### config.mk
export PLATFORM = sky130hd
export DESIGN_NAME = lcd_timing_gen
export DESIGN_NICKNAME = d
export VERILOG_FILES = /design/src/rtl/lcd_timing_gen_pkg.sv /design/src/rtl/lcd_timing_gen_sync_axis_cnt.sv /design/src/rtl/lcd_timing_gen.sv
export SDC_FILE = /design/constraint.sdc
export NUM_CORES = 1
export LEC_CHECK = 0
export ABC_CLOCK_PERIOD_IN_PS = 2600
export CAP_MARGIN = 20
export CORE_MARGIN = 2
export CORE_UTILIZATION = 62
export DETAILED_ROUTE_END_ITERATION = 6
export DONT_BUFFER_PORTS = 1
export PLACE_DENSITY = 0.78
export SKIP_CTS_REPAIR_TIMING = 1
export SLEW_MARGIN = 20
export SYNTH_ARGS = -nofsm -noshare
export SYNTH_HDL_FRONTEND = slang
export SYNTH_SLANG_ARGS = --single-unit
### constraint.sdc
create_clock -name clk -period 2.6 [get_ports clk]
set_input_delay 0.52 -clock clk [delete_from_list [all_inputs] [get_ports clk]]
set_output_delay 0.52 -clock clk [all_outputs]
set_load 0.1 [all_outputs]
### src/rtl/lcd_timing_gen_pkg.sv
// rtl/lcd_timing_gen_pkg.sv - shared timing constants, axis state and coordinate types
package lcd_timing_pkg;

   localparam int unsigned CNT_W = 11;

   localparam int unsigned DEF_H_SYNC   = 48;
   localparam int unsigned DEF_H_BP     = 88;
   localparam int unsigned DEF_H_ACTIVE = 800;
   localparam int unsigned DEF_H_FP     = 40;
   localparam int unsigned DEF_V_SYNC   = 3;
   localparam int unsigned DEF_V_BP     = 32;
   localparam int unsigned DEF_V_ACTIVE = 480;
   localparam int unsigned DEF_V_FP     = 13;

   localparam int unsigned DEF_H_TOTAL = DEF_H_SYNC + DEF_H_BP + DEF_H_ACTIVE + DEF_H_FP;
   localparam int unsigned DEF_V_TOTAL = DEF_V_SYNC + DEF_V_BP + DEF_V_ACTIVE + DEF_V_FP;

   typedef enum logic [1:0] {SYNC_S, BP_S, ACT_S, FP_S} sync_state_t;

   typedef logic [CNT_W-1:0] coord_t;

endpackage

### src/rtl/lcd_timing_gen_sync_axis_cnt.sv
// rtl/lcd_timing_gen_sync_axis_cnt.sv - one timing axis: position counter, region FSM, wrap
module sync_axis_cnt
   import lcd_timing_pkg::*;
#(
   parameter int unsigned SYNC   = DEF_H_SYNC,
   parameter int unsigned BP     = DEF_H_BP,
   parameter int unsigned ACTIVE = DEF_H_ACTIVE,
   parameter int unsigned FP     = DEF_H_FP
) (
   input  logic        clk,
   input  logic        rst,
   input  logic        adv,
   output logic        wrap,
   output sync_state_t state,
   output coord_t      pos
);

   localparam int unsigned TOTAL = SYNC + BP + ACTIVE + FP;

   if (TOTAL > 2048 || SYNC == 0 || BP == 0 || ACTIVE == 0 || FP == 0) begin : g_bad_params
      $error("sync_axis_cnt: region widths must be nonzero and total at most 2048");
   end

   // Last position of each region; the FSM leaves a region when the counter sits on it.
   localparam coord_t LAST_SYNC = coord_t'(SYNC - 1);
   localparam coord_t LAST_BP   = coord_t'(SYNC + BP - 1);
   localparam coord_t LAST_ACT  = coord_t'(SYNC + BP + ACTIVE - 1);
   localparam coord_t LAST      = coord_t'(TOTAL - 1);

   sync_state_t r_state;
   sync_state_t w_next_state;
   coord_t      r_cnt;
   coord_t      w_next_cnt;
   logic        w_wrap;

   always_ff @(posedge clk) begin
      if (rst) begin
         r_state <= SYNC_S;
         r_cnt   <= '0;
      end else begin
         r_state <= w_next_state;
         r_cnt   <= w_next_cnt;
      end
   end

   always_comb begin
      w_next_state = r_state;
      w_next_cnt   = r_cnt;
      w_wrap       = 1'b0;
      if (adv) begin
         if (r_cnt == LAST) begin
            w_wrap     = 1'b1;
            w_next_cnt = '0;
         end else begin
            w_next_cnt = r_cnt + coord_t'(1);
         end
         unique case (r_state)
            SYNC_S: if (r_cnt == LAST_SYNC) w_next_state = BP_S;
            BP_S:   if (r_cnt == LAST_BP)   w_next_state = ACT_S;
            ACT_S:  if (r_cnt == LAST_ACT)  w_next_state = FP_S;
            FP_S:   if (w_wrap)             w_next_state = SYNC_S;
         endcase
      end
   end

   assign wrap  = w_wrap;
   assign state = r_state;
   assign pos   = r_cnt;

endmodule

### src/rtl/lcd_timing_gen.sv
// rtl/lcd_timing_gen.sv - HS/VS/DE and active-area coordinates for the RGB LCD path
module lcd_timing_gen
   import lcd_timing_pkg::*;
#(
   parameter int unsigned H_SYNC   = DEF_H_SYNC,
   parameter int unsigned H_BP     = DEF_H_BP,
   parameter int unsigned H_ACTIVE = DEF_H_ACTIVE,
   parameter int unsigned H_FP     = DEF_H_FP,
   parameter int unsigned V_SYNC   = DEF_V_SYNC,
   parameter int unsigned V_BP     = DEF_V_BP,
   parameter int unsigned V_ACTIVE = DEF_V_ACTIVE,
   parameter int unsigned V_FP     = DEF_V_FP,
   parameter logic        HS_POL   = 1'b0,
   parameter logic        VS_POL   = 1'b0
) (
   input  logic   clk,
   input  logic   rst,
   output logic   out_hs,
   output logic   out_vs,
   output logic   out_de,
   output coord_t x_out,
   output coord_t y_out,
   output logic   frame_start
);

   localparam coord_t H_OFS = coord_t'(H_SYNC + H_BP);
   localparam coord_t V_OFS = coord_t'(V_SYNC + V_BP);

   logic        w_h_wrap;
   logic        w_v_wrap;
   sync_state_t w_h_state;
   sync_state_t w_v_state;
   coord_t      w_h_pos;
   coord_t      w_v_pos;
   logic        w_de;

   // True exactly when the counters hold (0,0): after reset or after a frame wrap.
   logic r_at_origin;

   logic   r_hs;
   logic   r_vs;
   logic   r_de;
   coord_t r_x;
   coord_t r_y;
   logic   r_fs;

   sync_axis_cnt #(.SYNC(H_SYNC), .BP(H_BP), .ACTIVE(H_ACTIVE), .FP(H_FP)) u_h_axis (
      .clk   (clk),
      .rst   (rst),
      .adv   (1'b1),
      .wrap  (w_h_wrap),
      .state (w_h_state),
      .pos   (w_h_pos)
   );

   sync_axis_cnt #(.SYNC(V_SYNC), .BP(V_BP), .ACTIVE(V_ACTIVE), .FP(V_FP)) u_v_axis (
      .clk   (clk),
      .rst   (rst),
      .adv   (w_h_wrap),
      .wrap  (w_v_wrap),
      .state (w_v_state),
      .pos   (w_v_pos)
   );

   assign w_de = (w_h_state == ACT_S) && (w_v_state == ACT_S);

   always_ff @(posedge clk) begin
      if (rst) begin
         r_at_origin <= 1'b1;
         r_hs        <= ~HS_POL;
         r_vs        <= ~VS_POL;
         r_de        <= 1'b0;
         r_x         <= '0;
         r_y         <= '0;
         r_fs        <= 1'b0;
      end else begin
         r_at_origin <= w_v_wrap;
         r_hs        <= (w_h_state == SYNC_S) ? HS_POL : ~HS_POL;
         r_vs        <= (w_v_state == SYNC_S) ? VS_POL : ~VS_POL;
         r_de        <= w_de;
         r_x         <= w_de ? (w_h_pos - H_OFS) : '0;
         r_y         <= w_de ? (w_v_pos - V_OFS) : '0;
         r_fs        <= r_at_origin;
      end
   end

   assign out_hs      = r_hs;
   assign out_vs      = r_vs;
   assign out_de      = r_de;
   assign x_out       = r_x;
   assign y_out       = r_y;
   assign frame_start = r_fs;

endmodule

==> run_results.csv, run 1 <==
group,metric,value,unit
run_status,outcome,"complete, no violations",
global_route,first_global_vias,1684,
routing,ant_nets,0,
clocking,htreeDepth,2,
setup_path,endpoint,"u_v_axis.pos[9]",
setup_path,crit_path_start_kind,"flop",
timing,fin_tns_setup,0,ns
floorplan,initial_core_util,64.6,%
clocking,clk_pin_slew,0.09,ns
power,power.leakage,1.15,nW
routing,num_vias,1820,
routing,routed_wl,4.48,mm
global_route,grtUsageTotal,23.0,%
synthesis,syn-num-nets,275,
setup_path,r2r-end,"u_v_axis.pos[9]",
timing,rsz0062_at_grt,"false",
setup_path,path_max_fanout,9,
final_layout,syn_to_final_growth,13.5,%
setup_path,arrival,2.27,ns
final_layout,drive_above_1_share,15.7,%
timing,slew_violations,0,
synthesis,synth_cells,260,
floorplan,core_area,3660,sq um
synthesis,yosysWarnings,0,
placement,portBuffers,0,
synthesis,syn_area_per_cell,9.10,sq um
routing,first_pass_iters,4,
timing,slew_headroom,57.6,%
power,p_per_area,528,nW/um^2
final_layout,nets,295,
clocking,cts_buffers,5,
clocking,cts-root-buf,"clkbuf_8",
clocking,clk_latency,0.31,ns
final_layout,layout_commonest_cell,"dfxtp_1",
placement,hpwl,3.28,mm
synthesis,synth.cell_area,2370,sq um
global_route,grt-ovfl-total,0,
floorplan,rows,22,
timing,setup_viol,0,
floorplan,io_pins,28,
global_route,antenna_found_initial,0,
setup_path,reg2reg_slack,0.52,ns
setup_path,rr_worst_depth,6,
timing,hold_viol,0,
flow_run,max-cap-violations,0,
clocking,cts_tree,"built",
power,vdd_ir_drop_max,332,uV
global_route,grt_pass1_wl,7.65,mm
timing,worstMarginPinSlew,0.628,ns
setup_path,cp-end-kind,"flop",
timing,post-route-period-util,80.0,%
global_route,grt_max_degree,17,
hold_path,hold_class,"primary input to flop",
synthesis,ys_ff_latch,53,
setup_path,criticalPathCategory,"flop to flop",
setup_path,crit_start,"u_h_axis.pos[0]",
clocking,cts.sinks,53,
setup_path,worstPathRequired,2.79,ns
synthesis,synth_cell_types,42,
floorplan,dieArea,4330,sq um
floorplan,die_w,65.8,um
placement,dp.cells,321,
timing,fin_crit,2.08,ns
clocking,cts_buffer_depth,2,
final_layout,final_cell_mix,"53 x dfxtp_1, 49 x nor2_1, 28 x buf_4, 22 x nand2_1, 17 x xnor2_1",
synthesis,ys_seq_area_share,44.8,%
timing,fin_worst_skew,0.00406,ns
routing,drt-vias-per-instance,5.53,
timing,whs,0.270,ns
routing,drc,0,
final_layout,final_cells,329,
final_layout,n_antenna_cell,0,
floorplan,die_h,65.8,um
routing,routedWlPerCell,13.6,um
timing,fmax,481,MHz
routing,drtIter0Drc,147,
placement,gp_congestion,0.922,
setup_path,timing.rr.start,"u_h_axis.pos[0]",
[metrics by stage]
step / cell area, sq um / utilization, % / power (mW) / worst slack, ns
finish: 2690 / 73.3 / 1.42 / 0.521
global route: 2690 / 73.3 / 1.46 / 0.307
CTS: 2690 / 73.3 / 1.42 / 0.517
detailed placement: 2570 / 70.3 / 0.884 / 0.560
global placement: 2570 / 70.3 / 0.883 / 0.637
floorplan: 2370 / - / 0.877 / 0.748
[report_power, final]
| group | switching [mW] | internal, mW | leakage (nW) |
|---|---|---|---|
| clock | 0.262 | 0.289 | 0.0554 |
| sequential | 0.00675 | 0.818 | 0.429 |
| combinational | 0.0308 | 0.00967 | 0.668 |
| total | 0.300 | 1.12 | 1.15 |
[state kept, by name (all words and copies together) (netlist names)]
register / flops
y_out: 11
frame_start: 1
u_v_axis.state: 2
out_de: 1
x_out: 11
out_vs: 1
r_at_origin: 1
out_hs: 1
u_v_axis.pos: 11
u_h_axis.state: 2
u_h_axis.pos: 11
[cells by family (layout without fill, tap and decap cells)]
logic type,after synthesis,count (layout),share of synthesized area [%]
muxes,4,4,1.75
DFF,53,53,44.8
and+or+nand+nor,116,116,24.8
adders and majority gates,13,13,6.87
buffers and inverters,27,48,4.55
xor gates and xnor gates,32,32,11.8
AOI/OAI and AO/OA,15,15,5.39
[worst max-delay path: stages, from the launching register on]
cell	delay, ns
dfxtp_1	0.40
ha_1	0.30
nand3_4	0.14
nor4_4	0.48
nand2_1	0.19
o21ai_2	0.35
nor2_1	0.10
[routing by layer]
layer | track usage (%) | share of wire, % | vias to the layer above
met3 | 5.28 | 7.9 | 9
met2 | 37.1 | 47 | 84
met1 | 29.9 | 43 | 834
met4 | 8.59 | 1.9 | 0
li1 | - | - | 893
met5 | 0 | 0 | -
[cell usage after synthesis (all sizes together)]
master	count	area, sq um
xnor2	17	149
a211oi	1	7.51
nand4b	1	8.76
o2bb2ai	1	8.76
nor4	2	27.5
or2	2	15.0
o22a	1	8.76
and4b	1	10.0
clkinv	1	3.75
a221oi	1	26.3
and2	3	20.0
inv	11	41.3
nand3b	1	7.51
nor3	6	30.0
nand4	9	56.3
or3	1	6.26
buf	5	25.0
nor2b	3	18.8
nand2	22	82.6
ha	13	163
dfxtp	53	1060
a21oi	2	10.0
mux2	1	11.3
o211a	1	10.0
a21boi	1	7.51
clkbuf	10	37.5
and3	7	43.8
nor4b	3	26.3
nand3	5	37.5
o21ai	3	18.8
a31oi	2	12.5
or4	1	11.3
nor2	49	184
o41ai	2	17.5
mux2i	3	30.0
xor2	15	131
[cell type report]
class / count / area, sq um
multi-input cells: 180 / 1200
flip-flops and latches: 53 / 1060
fillers: 276 / 976
repair buffers: 28 / 210
clock buffers: 6 / 72.6
well taps: 48 / 60.1
inverters: 12 / 45.0
clock inverters: 2 / 38.8
[how the worst min path moves through the flow]
stage | to | slack (ns) | cells after the start | start
5_1_grt | u_v_axis.pos[0] | 0.26 | 1 | rst
4_1_cts | u_v_axis.pos[0] | 0.27 | 1 | rst
3_3_place_gp | frame_start | 0.45 | 1 | r_at_origin
3_5_place_dp | frame_start | 0.45 | 1 | r_at_origin
6_report | u_v_axis.pos[2] | 0.27 | 1 | rst
2_1_floorplan | frame_start | 0.41 | 1 | r_at_origin
Note: power is estimated with default switching activity, not from simulation.
==> run 2: changes to the inputs <==
Settings changed: ABC_CLOCK_PERIOD_IN_PS 2600 to 1960.
Clock period 2.6 ns to 1.96 ns, I/O delays scaled along.
==> run 2 against run 1 <==
Clock skew hardly changed. Hold slack worse by 0.13 ns. Final cell count is 2.4% higher. Global-route usage is 0.16 points lower. Final area is 2.7% higher. Via count is 0.49% lower. First-iteration DRC count is 35% lower. Setup slack worse by 0.42 ns. Utilization is 2.0 points higher. Clock power is 33% higher. Critical path depth is 1 lower. Non-clock buffer count is 8 higher. Critical endpoint is now u_h_axis.state[1]. Highest routed layer unchanged.
==> run_results.csv, run 2 (synthesis results as in run 1) <==
group,metric,value,unit
run_status,outcome,"complete, no violations",
routing,routed_wl,4.45,mm
placement,hpwl,3.24,mm
flow_run,max-cap-violations,0,
floorplan,die_h,65.8,um
clocking,clk_pin_slew,0.09,ns
final_layout,utilization,75.3,%
clocking,cts_buffer_depth,2,
global_route,grt_pass1_wl,7.45,mm
hold_path,hold_class,"primary input to flop",
floorplan,io_pins,28,
clocking,cts_tree,"built",
timing,worstMarginPinSlew,0.503,ns
routing,drt-vias-per-instance,5.37,
placement,portBuffers,0,
setup_path,worstPathRequired,2.21,ns
power,power.leakage,1.19,nW
global_route,first_global_vias,1655,
timing,slew_violations,0,
global_route,grtUsageTotal,22.8,%
clocking,cts_buffers,5,
setup_path,arrival,2.10,ns
timing,fin_worst_skew,0.00370,ns
timing,setup_viol,0,
routing,first_pass_iters,4,
timing,fin_tns_setup,0,ns
power,p_per_area,685,nW/um^2
placement,gp_congestion,0.871,
floorplan,core_area,3660,sq um
global_route,antenna_found_initial,0,
final_layout,final_cell_mix,"51 x dfxtp_1, 49 x nor2_1, 36 x buf_4, 22 x nand2_1, 17 x xnor2_1",
clocking,htreeDepth,2,
routing,num_vias,1811,
floorplan,dieArea,4330,sq um
routing,drtIter0Drc,95,
timing,post-route-period-util,94.7,%
timing,fin_crit,1.86,ns
setup_path,cp-end-kind,"flop",
floorplan,die_w,65.8,um
timing,rsz0062_at_grt,"false",
clocking,cts.sinks,53,
timing,slew_headroom,66.0,%
final_layout,final_cells,337,
global_route,grt_max_degree,17,
setup_path,crit_path_start_kind,"flop",
final_layout,layout_commonest_cell,"dfxtp_1",
setup_path,criticalPathCategory,"flop to flop",
routing,ant_nets,0,
floorplan,initial_core_util,64.6,%
setup_path,path_max_fanout,5,
placement,pre_cts_ws,0.0711,ns
global_route,grt-ovfl-total,0,
routing,routedWlPerCell,13.2,um
final_layout,n_antenna_cell,0,
floorplan,rows,22,
final_layout,drive_above_1_share,19.0,%
timing,worst_slack,0.105,ns
clocking,cts-root-buf,"clkbuf_8",
clocking,clk_latency,0.31,ns
power,vdd_ir_drop_max,370,uV
placement,dp.cells,329,
final_layout,syn_to_final_growth,16.6,%
routing,drc,0,
final_layout,nets,303,
final_layout,n_fill_cell,272,
timing,fmax,539,MHz
timing,hold_viol,0,
run 2: cell types whose count changed in the layout (fill, tap and decap cells not counted), sizes merged:
cell  change
buf       +8
run 2: report_power, final:
| part | internal (mW) | switching [mW] | leakage, nW |
|---|---|---|---|
| logic | 0.0164 | 0.0446 | 0.709 |
| registers | 1.09 | 0.00694 | 0.429 |
| clock network | 0.383 | 0.352 | 0.0554 |
| total | 1.49 | 0.404 | 1.19 |
run 2: final timing paths:
check | from | endpoint | slack (ns) | cells after the start
worst min register to register | r_at_origin | frame_start | 0.45 | 1
worst min-delay path | rst | frame_start | 0.14 | 1
worst max register to register | u_h_axis.pos[0] | u_h_axis.state[1] | 0.10 | 5
worst max-delay path | u_h_axis.pos[0] | u_h_axis.state[1] | 0.10 | 5
run 2: stage by stage:
stage                     hold WS (ns)  cell area, sq um  total power, mW
after floorplan                  0.414              2370             1.16
after global placement           0.438              2630             1.18
after detailed placement         0.441              2630             1.18
after CTS                        0.136              2750             1.90
after global routing             0.125              2760             1.95
final                            0.139              2760             1.89
run 2: cell type report:
cell class / count / area [sq um] / area share [%]
Clock buffer: 6 / 72.6 / 2.63
Clock inverter: 2 / 38.8 / 1.41
Inverter: 12 / 45.0 / 1.63
Multi-Input combinational cell: 180 / 1210 / 43.8
Sequential cell: 53 / 1060 / 38.6
Tap cell: 48 / 60.1 / 2.18
Timing Repair Buffer: 36 / 270 / 9.80
run 2: critical path: stages (launching register included):
cell and delay, ns:
dfxtp_2 0.37, ha_2 0.22, nand3_4 0.12, or4_4 0.55, a221oi_4 0.32, mux2i_1 0.20
run 2: layer usage:
layer / vias up / wire [um] / global-route usage [%]
met5: - / 0 / 0
li1: 907 / - / -
met2: 56 / 2020 / 37.2
met1: 839 / 2060 / 27.8
met3: 9 / 269 / 7.16
met4: 0 / 103 / 9.64
==> run 3: changes to the inputs <==
Settings changed: GPL_TIMING_DRIVEN set to 0, SETUP_SLACK_MARGIN set to 0.4.
==> run 3 against run 2 <==
Non-clock buffer count down 12. Combinational power fell by 34%. Sequential share of layout area increased by 0.94 points. Sequential power about the same. Clock power fell by 17%. Power decreased by 6.4%. Maximum frequency increased by 3.6%. Critical path depth did not move. Critical endpoint unchanged.
==> run_results.csv, run 3 (synthesis results as in run 1) <==
group,metric,value,unit
setup_path,crit_cells,5,
placement,portBuffers,0,
final_layout,drive_above_1_share,31.0,%
placement,post_dp_cell_area,2460,sq um
flow_run,max-cap-violations,0,
final_layout,syn_to_final_growth,18.5,%
setup_path,path_buf_inv,0,
placement,pre_cts_ws,-0.0390,ns
clocking,clk_latency,0.30,ns
timing,rsz0062_at_grt,"true",
setup_path,path_max_fanout,4,
placement,hpwl,3.09,mm
final_layout,nets,291,
setup_path,arrival,2.03,ns
routing,ant_nets,0,
timing,fmax,558,MHz
timing,fin_tns_setup,0,ns
timing,hold_viol,0,
hold_path,whs_path_depth,1,
final_layout,utilization,76.6,%
floorplan,io_pins,28,
power,power.leakage,1.16,nW
routing,drc,0,
setup_path,timing.rr.start,"u_h_axis.pos[0]",
floorplan,die_h,65.8,um
setup_path,crit_start,"u_h_axis.pos[0]",
placement,dp.cells,308,
final_layout,n_antenna_cell,0,
routing,drtIter0Drc,144,
power,total_power,1.77,mW
power,p_per_area,631,nW/um^2
final_layout,final_cell_mix,"48 x nor2_1, 31 x dfxtp_2, 20 x nand2_1, 20 x dfxtp_1, 17 x xnor2_1",
routing,drt-vias-per-instance,5.52,
setup_path,rr_worst_depth,5,
clocking,cts_buffers,5,
placement,gp_congestion,0.799,
routing,first_pass_iters,4,
setup_path,crit_family,"simple AND/OR/NAND/NOR gates",
global_route,antenna_found_initial,0,
timing,worst_slack,0.169,ns
global_route,first_global_vias,1548,
global_route,grt_pass1_wl,7.02,mm
global_route,grt-ovfl-total,0,
setup_path,path_cells,"ha_4 > nand3_4 > or4_4 > a221oi_4 > mux2i_1",
floorplan,initial_core_util,64.6,%
final_layout,final_area,2800,sq um
global_route,grtUsageTotal,21.2,%
timing,whs,0.449,ns
clocking,clk_pin_slew,0.09,ns
final_layout,final_cells,325,
timing,fin_worst_skew,0.00289,ns
clocking,cts-root-buf,"clkbuf_8",
clocking,cts.sinks,53,
hold_path,hold_class,"flop to flop",
final_layout,layout_commonest_cell,"nor2_1",
setup_path,criticalPathCategory,"flop to flop",
timing,slew_violations,0,
floorplan,dieArea,4330,sq um
timing,post-route-period-util,91.4,%
clocking,htreeDepth,2,
floorplan,core_area,3660,sq um
routing,num_vias,1795,
run_status,outcome,"complete, no violations",
setup_path,crit_path_start_kind,"flop",
routing,routedWlPerCell,14.5,um
floorplan,die_w,65.8,um
timing,worstMarginPinSlew,0.928,ns
clocking,cts_tree,"built",
hold_path,holdCritStartpoint,"r_at_origin",
setup_path,cp-end-kind,"flop",
floorplan,rows,22,
setup_path,slowest_delay,0.55,ns
clocking,cts_buffer_depth,2,
global_route,grt_max_degree,17,
power,vdd_ir_drop_max,400,uV
timing,setup_viol,0,
timing,slew_headroom,38.1,%
routing,routed_wl,4.72,mm
setup_path,worstPathRequired,2.20,ns
timing,fin_crit,1.79,ns
setup_path,cpMaxStageDelayCell,"or4_4",
run 3: final cells by class:
cell class	count	area, sq um
Inverter	12	48.8
Fill cell	228	858
Sequential cell	53	1110
Multi-Input combinational cell	180	1340
Buffer	15	88.8
Clock buffer	6	72.6
Clock inverter	2	15.0
Timing Repair Buffer	9	75.1
Tap cell	48	60.1
run 3: path summary, 6_finish.rpt:
check	to	slack (ns)
setup / recovery	u_h_axis.state[1]	0.17
hold / removal	frame_start	0.45
setup reg to reg	u_h_axis.state[1]	0.17
hold reg to reg	frame_start	0.45
run 3: routing by layer:
layer | GRT usage (%) | share of wire, %
met1 | 28.7 | 46
met2 | 33.0 | 46
met3 | 4.09 | 6.1
met4 | 8.85 | 1.3
met5 | 0 | 0
run 3: worst reg2reg max path, stage by stage, from the launching register on:
cell and delay [ns]:
dfxtp_4 0.39, ha_4 0.16, nand3_4 0.11, or4_4 0.55
a221oi_4 0.32, mux2i_1 0.21
run 3: where the power goes:
part           total, mW  switching (mW)  leakage (nW)  internal (mW)
combinational     0.0400          0.0218         0.674         0.0182
clock              0.608           0.356        0.0374          0.252
sequential          1.12          0.0347         0.445           1.09
total               1.77           0.412          1.16           1.36
